`src/rtl/bus_arb_pkg.sv`:
```
// Shared definitions for the bus arbiter and its helpers.
//   arb_state_t  : arbiter FSM encoding (IDLE, BUSY, RELEASE)
//   BUS_W        : default bus/data width
//   ARB_N_REQ    : default number of requesting clients
//   ARB_MAX_HOLD : default maximum BUSY cycles per grant
package bus_arb_pkg;

  typedef enum logic [1:0] {
    IDLE    = 2'd0,
    BUSY    = 2'd1,
    RELEASE = 2'd2
  } arb_state_t;

  localparam int BUS_W        = 16;
  localparam int ARB_N_REQ    = 4;
  localparam int ARB_MAX_HOLD = 8;

endpackage

```
`src/rtl/bus_arbiter_rr_pick.sv`:
```
// rr_pick: combinational rotate-priority encoder.
// Finds the first set request bit searching upward from ptr, wrapping
// modulo N. Shared by any scheduler in the datapath needing round-robin.
//   req : request vector (N bits)
//   ptr : search start index (must be < N)
//   any : at least one request is set
//   idx : index of the winning request (0 when any=0)
module rr_pick #(
  parameter int N = 4
) (
  input  logic [N-1:0]         req,
  input  logic [$clog2(N)-1:0] ptr,
  output logic                 any,
  output logic [$clog2(N)-1:0] idx
);

  localparam int IDX_W = $clog2(N);

  // One spare bit so ptr + offset cannot overflow before the wrap.
  logic [IDX_W:0] cand;

  always_comb begin
    any  = |req;
    idx  = '0;
    cand = '0;
    // Walk offsets from farthest to nearest so the nearest hit is the
    // last assignment and therefore wins.
    for (int k = N - 1; k >= 0; k--) begin
      cand = {1'b0, ptr} + (IDX_W + 1)'(k);
      if (cand >= (IDX_W + 1)'(N)) begin
        cand = cand - (IDX_W + 1)'(N);
      end
      if (req[cand[IDX_W-1:0]]) begin
        idx = cand[IDX_W-1:0];
      end
    end
  end

endmodule

```
`src/rtl/bus_arbiter.sv`:
```
// bus_arbiter: round-robin arbiter and sequencer for the shared bus.
// Grants one client at a time, drives its one-hot output-enable, and
// captures the owner's word onto a registered bus output. A RELEASE dead
// cycle separates owners; tenure is capped at MAX_HOLD BUSY cycles.
//   CLK       : system clock, rising edge
//   RST_N     : asynchronous active-low reset
//   req       : per-client level request
//   done      : per-client end-of-transfer pulse (owner's bit only)
//   data_in   : client words, client i at [i*DATA_W +: DATA_W]
//   oe        : one-hot (or zero) output-enable
//   grant_id  : current owner index, valid while oe != 0
//   bus_data  : registered bus word
//   bus_valid : bus_data holds a word captured from the owner
module bus_arbiter
  import bus_arb_pkg::*;
#(
  parameter int N_REQ    = ARB_N_REQ,
  parameter int DATA_W   = BUS_W,
  parameter int MAX_HOLD = ARB_MAX_HOLD
) (
  input  logic                    CLK,
  input  logic                    RST_N,
  input  logic [N_REQ-1:0]        req,
  input  logic [N_REQ-1:0]        done,
  input  logic [N_REQ*DATA_W-1:0] data_in,
  output logic [N_REQ-1:0]        oe,
  output logic [$clog2(N_REQ)-1:0] grant_id,
  output logic [DATA_W-1:0]       bus_data,
  output logic                    bus_valid
);

  localparam int IDX_W  = $clog2(N_REQ);
  localparam int HOLD_W = $clog2(MAX_HOLD) + 1;
  localparam logic [IDX_W-1:0]  LAST_IDX  = IDX_W'(N_REQ - 1);
  localparam logic [HOLD_W-1:0] HOLD_LAST = HOLD_W'(MAX_HOLD - 1);

  arb_state_t         state_q;
  logic [IDX_W-1:0]   owner_q;
  logic [IDX_W-1:0]   ptr_q;
  logic [HOLD_W-1:0]  hold_cnt_q;
  logic [N_REQ-1:0]   oe_q;
  logic [IDX_W-1:0]   grant_id_q;
  logic [DATA_W-1:0]  bus_data_q;
  logic               bus_valid_q;

  logic               pick_any;
  logic [IDX_W-1:0]   pick_idx;
  logic [N_REQ-1:0]   grant_oe_d;
  logic [IDX_W-1:0]   ptr_d;
  logic               release_d;

  // Unpack the flat client bus into one word per client for the capture mux.
  logic [DATA_W-1:0]  word_in [N_REQ];

  genvar gi;
  generate
    for (gi = 0; gi < N_REQ; gi++) begin : g_unpack
      assign word_in[gi] = data_in[gi*DATA_W +: DATA_W];
    end
  endgenerate

  rr_pick #(
    .N (N_REQ)
  ) u_pick (
    .req (req),
    .ptr (ptr_q),
    .any (pick_any),
    .idx (pick_idx)
  );

  always_comb begin
    grant_oe_d           = '0;
    grant_oe_d[pick_idx] = 1'b1;
  end

  // Next search start is the client after the one being released.
  assign ptr_d = (owner_q == LAST_IDX) ? '0 : owner_q + IDX_W'(1);

  // Any of: owner finished, owner withdrew, or tenure limit reached.
  assign release_d = done[owner_q] | ~req[owner_q] | (hold_cnt_q == HOLD_LAST);

  always_ff @(posedge CLK or negedge RST_N) begin
    if (!RST_N) begin
      state_q     <= IDLE;
      owner_q     <= '0;
      ptr_q       <= '0;
      hold_cnt_q  <= '0;
      oe_q        <= '0;
      grant_id_q  <= '0;
      bus_data_q  <= '0;
      bus_valid_q <= 1'b0;
    end else begin
      case (state_q)
        IDLE: begin
          if (pick_any) begin
            state_q    <= BUSY;
            owner_q    <= pick_idx;
            grant_id_q <= pick_idx;
            oe_q       <= grant_oe_d;
            hold_cnt_q <= '0;
          end
        end
        BUSY: begin
          // Capture continues on the releasing edge: that word is the last valid one.
          bus_data_q  <= word_in[owner_q];
          bus_valid_q <= 1'b1;
          hold_cnt_q  <= hold_cnt_q + HOLD_W'(1);
          if (release_d) begin
            state_q <= RELEASE;
            oe_q    <= '0;
            ptr_q   <= ptr_d;
          end
        end
        RELEASE: begin
          state_q     <= IDLE;
          bus_valid_q <= 1'b0;
        end
        default: begin
          state_q <= IDLE;
          oe_q    <= '0;
        end
      endcase
    end
  end

  assign oe        = oe_q;
  assign grant_id  = grant_id_q;
  assign bus_data  = bus_data_q;
  assign bus_valid = bus_valid_q;

endmodule

```
`config.mk`:
```
export PLATFORM = sky130hd
export DESIGN_NAME = bus_arbiter
export DESIGN_NICKNAME = d
export VERILOG_FILES = /design/src/rtl/bus_arb_pkg.sv /design/src/rtl/bus_arbiter_rr_pick.sv /design/src/rtl/bus_arbiter.sv
export SDC_FILE = /design/constraint.sdc
export NUM_CORES = 1
export LEC_CHECK = 0
export CAP_MARGIN = 10
export CORE_MARGIN = 2
export CORE_UTILIZATION = 25
export DETAILED_ROUTE_END_ITERATION = 7
export PLACE_DENSITY = 0.55
export SYNTH_ARGS = -nofsm -noshare
export SYNTH_HDL_FRONTEND = slang
export SYNTH_SLANG_ARGS = --single-unit
export TNS_END_PERCENT = 1
```
`constraint.sdc`:
```
create_clock -name CLK -period 2.15 [get_ports CLK]
set_input_delay 0.3225 -clock CLK [delete_from_list [all_inputs] [get_ports CLK]]
set_output_delay 0.3225 -clock CLK [all_outputs]
set_load 0.05 [all_outputs]
```
* After elaboration in Yosys (flattened, before gate mapping)
Index checks and enable logic that the tools add are counted.
** Storage, ports and cells
- Register bits :: 31
- Input port bits :: 74
- Output and inout port bits :: 23
- Word-level logic and storage cells :: 84
** Cells by class
- Add/subtract/negate cells :: 9
- $lt $le $gt $ge :: 12
- Eq/ne operators :: 6
- Multiplexer cells :: 35
- Bitwise gates (word level) :: 5
- Reductions and logical operators :: 10
** Operators with widths (number)
- $bmux W16 S2 :: 1
- $mux W16 :: 2
- $mux W2 :: 11
- $lt A2 B3 Y1 const B :: 6
- $bmux W1 S2 :: 6
- $ge A3 B3 Y1 const B :: 4
- $mux W4 :: 3
- $pmux W4 S3 :: 1
- $pmux W4 S2 :: 1
- $reduce_and A2 Y1 :: 4
- $sub A2 B1 Y2 const B :: 4
- $mux W1 :: 7
- $add A2 B2 Y3 const B :: 2
- $add A4 B1 Y4 const B :: 1
- $eq A2 B2 Y1 const B :: 2
- $eq A4 B3 Y1 const B :: 1
- $ne A2 B2 Y1 const B :: 2
- $pmux W2 S2 :: 1
- $reduce_bool A2 Y1 :: 2
- $reduce_or A4 Y1 :: 1
- $add A2 B1 Y3 const B :: 1
- $ge A2 B3 Y1 const B :: 1
- $not A2 Y3 :: 1
- $reduce_and A3 Y1 :: 1
- 9 further kinds :: 11

* Depth between registers and ports, before layout
Gate-level depths: netlist (run 1).
- Depth in word-level cells :: 15
- Mapped depth :: 6
- Gate-level depth less buffers :: 6

* Hierarchy
Synthesis (run 1) repeated with hierarchy kept, for this count alone.
** Unflattened totals
- Cell total of the unflattened synthesis :: 160
- Area total of the unflattened synthesis :: 1963.1 um^2
** Modules (own cells, without submodules)
- bus_arbiter :: times used 1, cells an instance 147, area each 1885.6 um^2, sequential area each 775.7 um^2
- rr_pick :: times used 1, cells an instance 13, area each 77.6 um^2, sequential area each 0.0 um^2

* Least setup slack after synthesis (run 1)
Ideal clock, no wire load.
- Path type :: reg-to-reg
- From :: register, netlist name grant_id[0]
- To :: register bus_data_q[10], in the netlist bus_data[10]
- Setup time :: 125 ps
- Data arrival time :: 2066 ps
- Data required time :: 2025 ps
- Path slack :: -41 ps
- Stages on the path, launching flop included :: 5
- Path buffers :: 2
- Clock period less this slack :: 2191 ps
- Cell sequence :: dfrtp_1 buf_4 buf_2 mux4_2 mux2_2
** RTL lines
- to (signal assigned) :: RTL line bus_arbiter.sv:105 : bus_data_q <= word_in[owner_q];
- to (decl) :: RTL line bus_arbiter.sv:43 : logic [DATA_W-1:0] bus_data_q;

* Worst setup path in the final report (run 1)
- From :: input port req[1]
- To :: register ptr_q[1]
** On the way
- Word-level cells in the longest chain between the ends :: 6
** RTL lines
- from (decl) :: RTL line bus_arbiter.sv:23 : input logic [N_REQ-1:0] req,
- $bmux W1 S2 :: RTL line bus_arbiter.sv:80 : assign release_d = done[owner_q] | ~req[owner_q] | (hold_cnt_q == HOLD_LAST);
- $mux W1 (implied by the code) :: RTL line bus_arbiter.sv:80
- $not A1 Y1 :: RTL line bus_arbiter.sv:80
- $or A1 B1 Y1 (2 in a row) :: RTL line bus_arbiter.sv:80
- $reduce_and A2 Y1 (no line)
- to (signal assigned) :: RTL line bus_arbiter.sv:111 : ptr_q <= ptr_d;
- to (decl) :: RTL line bus_arbiter.sv:39 : logic [IDX_W-1:0] ptr_q;
Every way passes these cells. The select of a mux whose other input is x is not followed.
A chain may end at the register's enable or synchronous reset.

==> impl_metrics.csv, run 1 <==
group,metric,value,unit
grt,grt_pass1_wl,8360,microns
logic_synthesis,syn_avg_cell_area,13.2,sq um
logic_synthesis,synth-edff-count,0,
cts,cts_tree,"built",
critical_path,critPathLaunch,"req[1]",
cts,worstSkewPairLatency,0.28,ns
layout,design_area,0.00325,sq mm
sta,final.min_clock_period,1.90,ns
critical_path,cp.required,2.31,ns
cts,hold_buffers,0,
routing,postRouteAntennaNets,0,
routing,wl_per_cell,14.1,microns
logic_synthesis,synth_flop_cell,"dfrtp_1",
pwr,p_clk_share,13.3,%
logic_synthesis,synth-seq-cells,31,
place,placed_cell_area,0.00313,sq mm
routing,wirelength,5080,microns
pwr,vdd_drop_max,0.477,mV
logic_synthesis,syn_nets,227,
cts,cts_buffer_depth,2,
floorplanning,rows,32,
sta,holdWs,0.444,ns
floorplanning,io-pin-count,97,
grt,grt_overflow,0,
place,portBuffers,96,
floorplanning,dieArea,0.00851,sq mm
floorplanning,die_h,92.2,microns
logic_synthesis,yosys.cell_count.top_type,"dfrtp_1",
layout,layout.nets,336,
sta,final-hold-violation-count,0,
logic_synthesis,synth_top_area_share,39.8,%
critical_path,critPathLaunchType,"primary input",
critical_path,crit_arrival,2.06,ns
cts,ctsResizeCount,0,
min_path,hold_path.class,"in2async",
logic_synthesis,post_synth_instance_area,0.00195,sq mm
critical_path,critPathMaxFanout,3,
sta,fmax,527,MHz
critical_path,crit_slowest_cell,"clkdlybuf4s50_1",
sta,setup_viol,0,
critical_path,crit_type,"in2reg",
critical_path,path_buf_inv,1,
place,gp_congestion,0.820,
outcome,status,"finished clean",
critical_path,cpPeakStageDelay,0.50,ns
pwr,power_frac_comb,63.4,%
critical_path,endpoint_kind,"register",
grt,gr-usage-all-layers,12.3,%
pwr,p_sw,1.90,mW
routing,drc_errors,0,
sta,finalWorstSetupSlack,0.253,ns
routing,num_vias,1647,
run,cap_violations,0,
layout,utilization,42.5,%
cts,cts.reportedPaths.clkPinSlew,0.07,ns
grt,antenna_found_initial,0,
pwr,intPower,2.54,mW
place,place_ws,-0.0298,ns
critical_path,rr_startpoint,"hold_cnt_q[0]",
cts,cts-htree-levels,2,
floorplanning,dieWidth,92.2,microns
cts,cts.sinks,31,
logic_synthesis,ys_seq_area_share,39.8,%
place,hpwl,3940,microns
critical_path,crit_path_cell_trace,"clkdlybuf4s50_1 -> or2b_1 -> mux4_2 -> o21ai_2 -> mux2_1",
routing,viasPerCell,4.58,
sta,max_slew_margin,65.4,%
pwr,seqPwrFrac,23.4,%
pwr,powerDensity,1360,mW/mm^2
cts,cts_buffers,5,
logic_synthesis,synthArstFlopShare,100,%
sta,worstMarginPinSlew,0.518,ns
pwr,report.power.total,4.44,mW
layout,syn_to_final_growth,67.0,%
routing,firstDrtPassIters,4,
floorplanning,core,0.00765,sq mm
grt,grt_max_degree,32,
cts,cts_root_buf,"clkbuf_8",
logic_synthesis,synth_area_leaders,"dfrtp_1 (40%), mux4_2 (20%), mux2_2 (9.3%)",
logic_synthesis,ys_types,42,
pwr,leakagePower,1.29,nW
grt,grt_pass1_vias,1763,
logic_synthesis,yosys_warnings,0,
layout,drive_gt1_share,25.2,%
critical_path,path_delay_family,"multiplexers",
sta,skew,0.00522,ns
pwr,p_sw_share,42.7,%
sta,rsz0062_at_grt,"false",
logic_synthesis,ys_top_cells_by_count,"dfrtp_1 (31), mux4_2 (17), mux2_2 (16), nand2_1 (8), o31ai_1 (8)",
sta,fin_crit_sh,88.2,%
logic_synthesis,synth_top_cell_by_area,"dfrtp_1",
floorplanning,start_util,25.5,%
routing,drtIter0Drc,40,
sta,slew_violations,0,
logic_synthesis,synthCells,148,
cts,cts_setup_buffers,0,
layout,diodes,0,
placed cells by master (no fill, tap or decap), drive strengths merged, types with 3 or more instances in the layout:
cell type	Yosys	final
inv	4	4
nand2b	3	3
mux2i	4	4
clkdlybuf4s50	0	94
nand2	8	8
clkbuf	3	6
o31ai	8	8
o21ai	6	6
dfrtp	31	31
mux2	18	18
mux4	17	17
buf	4	15
or2b	3	3
nor2	3	3
a21oi	4	4
ha	5	5
power groups by stage:
| stage | clock, mW | combinational, mW | sequential [mW] |
|---|---|---|---|
| after floorplan | 0 | 1.17 | 1.75 |
| after global placement | 0 | 2.84 | 1.04 |
| after detailed placement | 0 | 2.86 | 1.05 |
| after CTS | 0.616 | 2.86 | 1.04 |
| after global routing | 0.639 | 3.01 | 1.08 |
| final | 0.589 | 2.81 | 1.04 |
registers in the layout (all words and copies together), names as in the netlist:
name	cells
bus_data	16
state_q	2
grant_id	2
oe	4
hold_cnt_q	4
bus_valid	1
ptr_q	2
layout make-up:
cell class | instances | area [sq um]
Timing Repair Buffer | 109 | 1090
Sequential cell | 31 | 777
Clock buffer | 6 | 82.6
Tap cell | 102 | 128
Fill cell | 714 | 4400
Inverter | 4 | 15.0
Clock inverter | 2 | 35.0
Multi-Input combinational cell | 106 | 1120
cell families (layout without fill, tap and decap cells):
kind of cell,Yosys count,in the layout,synth area share [%]
AO/OA/AOI/OAI,28,28,11.5
adder cells (fa/ha/maj),5,5,3.21
buffers and inverters,11,121,2.51
flip-flops,31,31,39.8
multiplexers,39,39,32.1
AND/OR/NAND/NOR,34,34,10.8
per-layer routing:
| layer | routed length [microns] | up-vias | track usage (%) |
|---|---|---|---|
| met3 | 402 | 5 | 3.62 |
| met1 | 2190 | 779 | 15.5 |
| met5 | 0 | - | 0 |
| met2 | 2430 | 67 | 20.3 |
| met4 | 58 | 0 | 4.10 |
| li1 | - | 796 | - |
worst paths after layout:
check	end	slack, ns	cells after the start
worst min register to register	bus_data[15]	0.51	1
worst max register to register	oe[3]	0.33	5
min in group CLK	bus_data[15]	0.51	1
worst min-delay path	oe[3]	0.44	2
max in group asynchronous	grant_id[0]	1.39	2
worst max-delay path	ptr_q[1]	0.25	5
per-stage QoR:
stage               std cells  setup TNS [ns]
global placement          352        -0.00806
detailed placement        352         -0.0586
CTS                       360               0
global route              360               0
finish                    360               0
floorplan                 148               0
Power figures use the tool's default switching activity.
==> run 2, diff against run 1 <==
SLEW_MARGIN = 10   (was unset)
==> results of run 2 <==
No change in the layout: final DEF, timing and power equal those of run 1.
==> run 3, diff against run 2 <==
CTS_CLUSTER_DIAMETER = 120   (was unset)
==> results of run 3 <==
No change in the layout: final DEF, timing and power equal those of run 1.
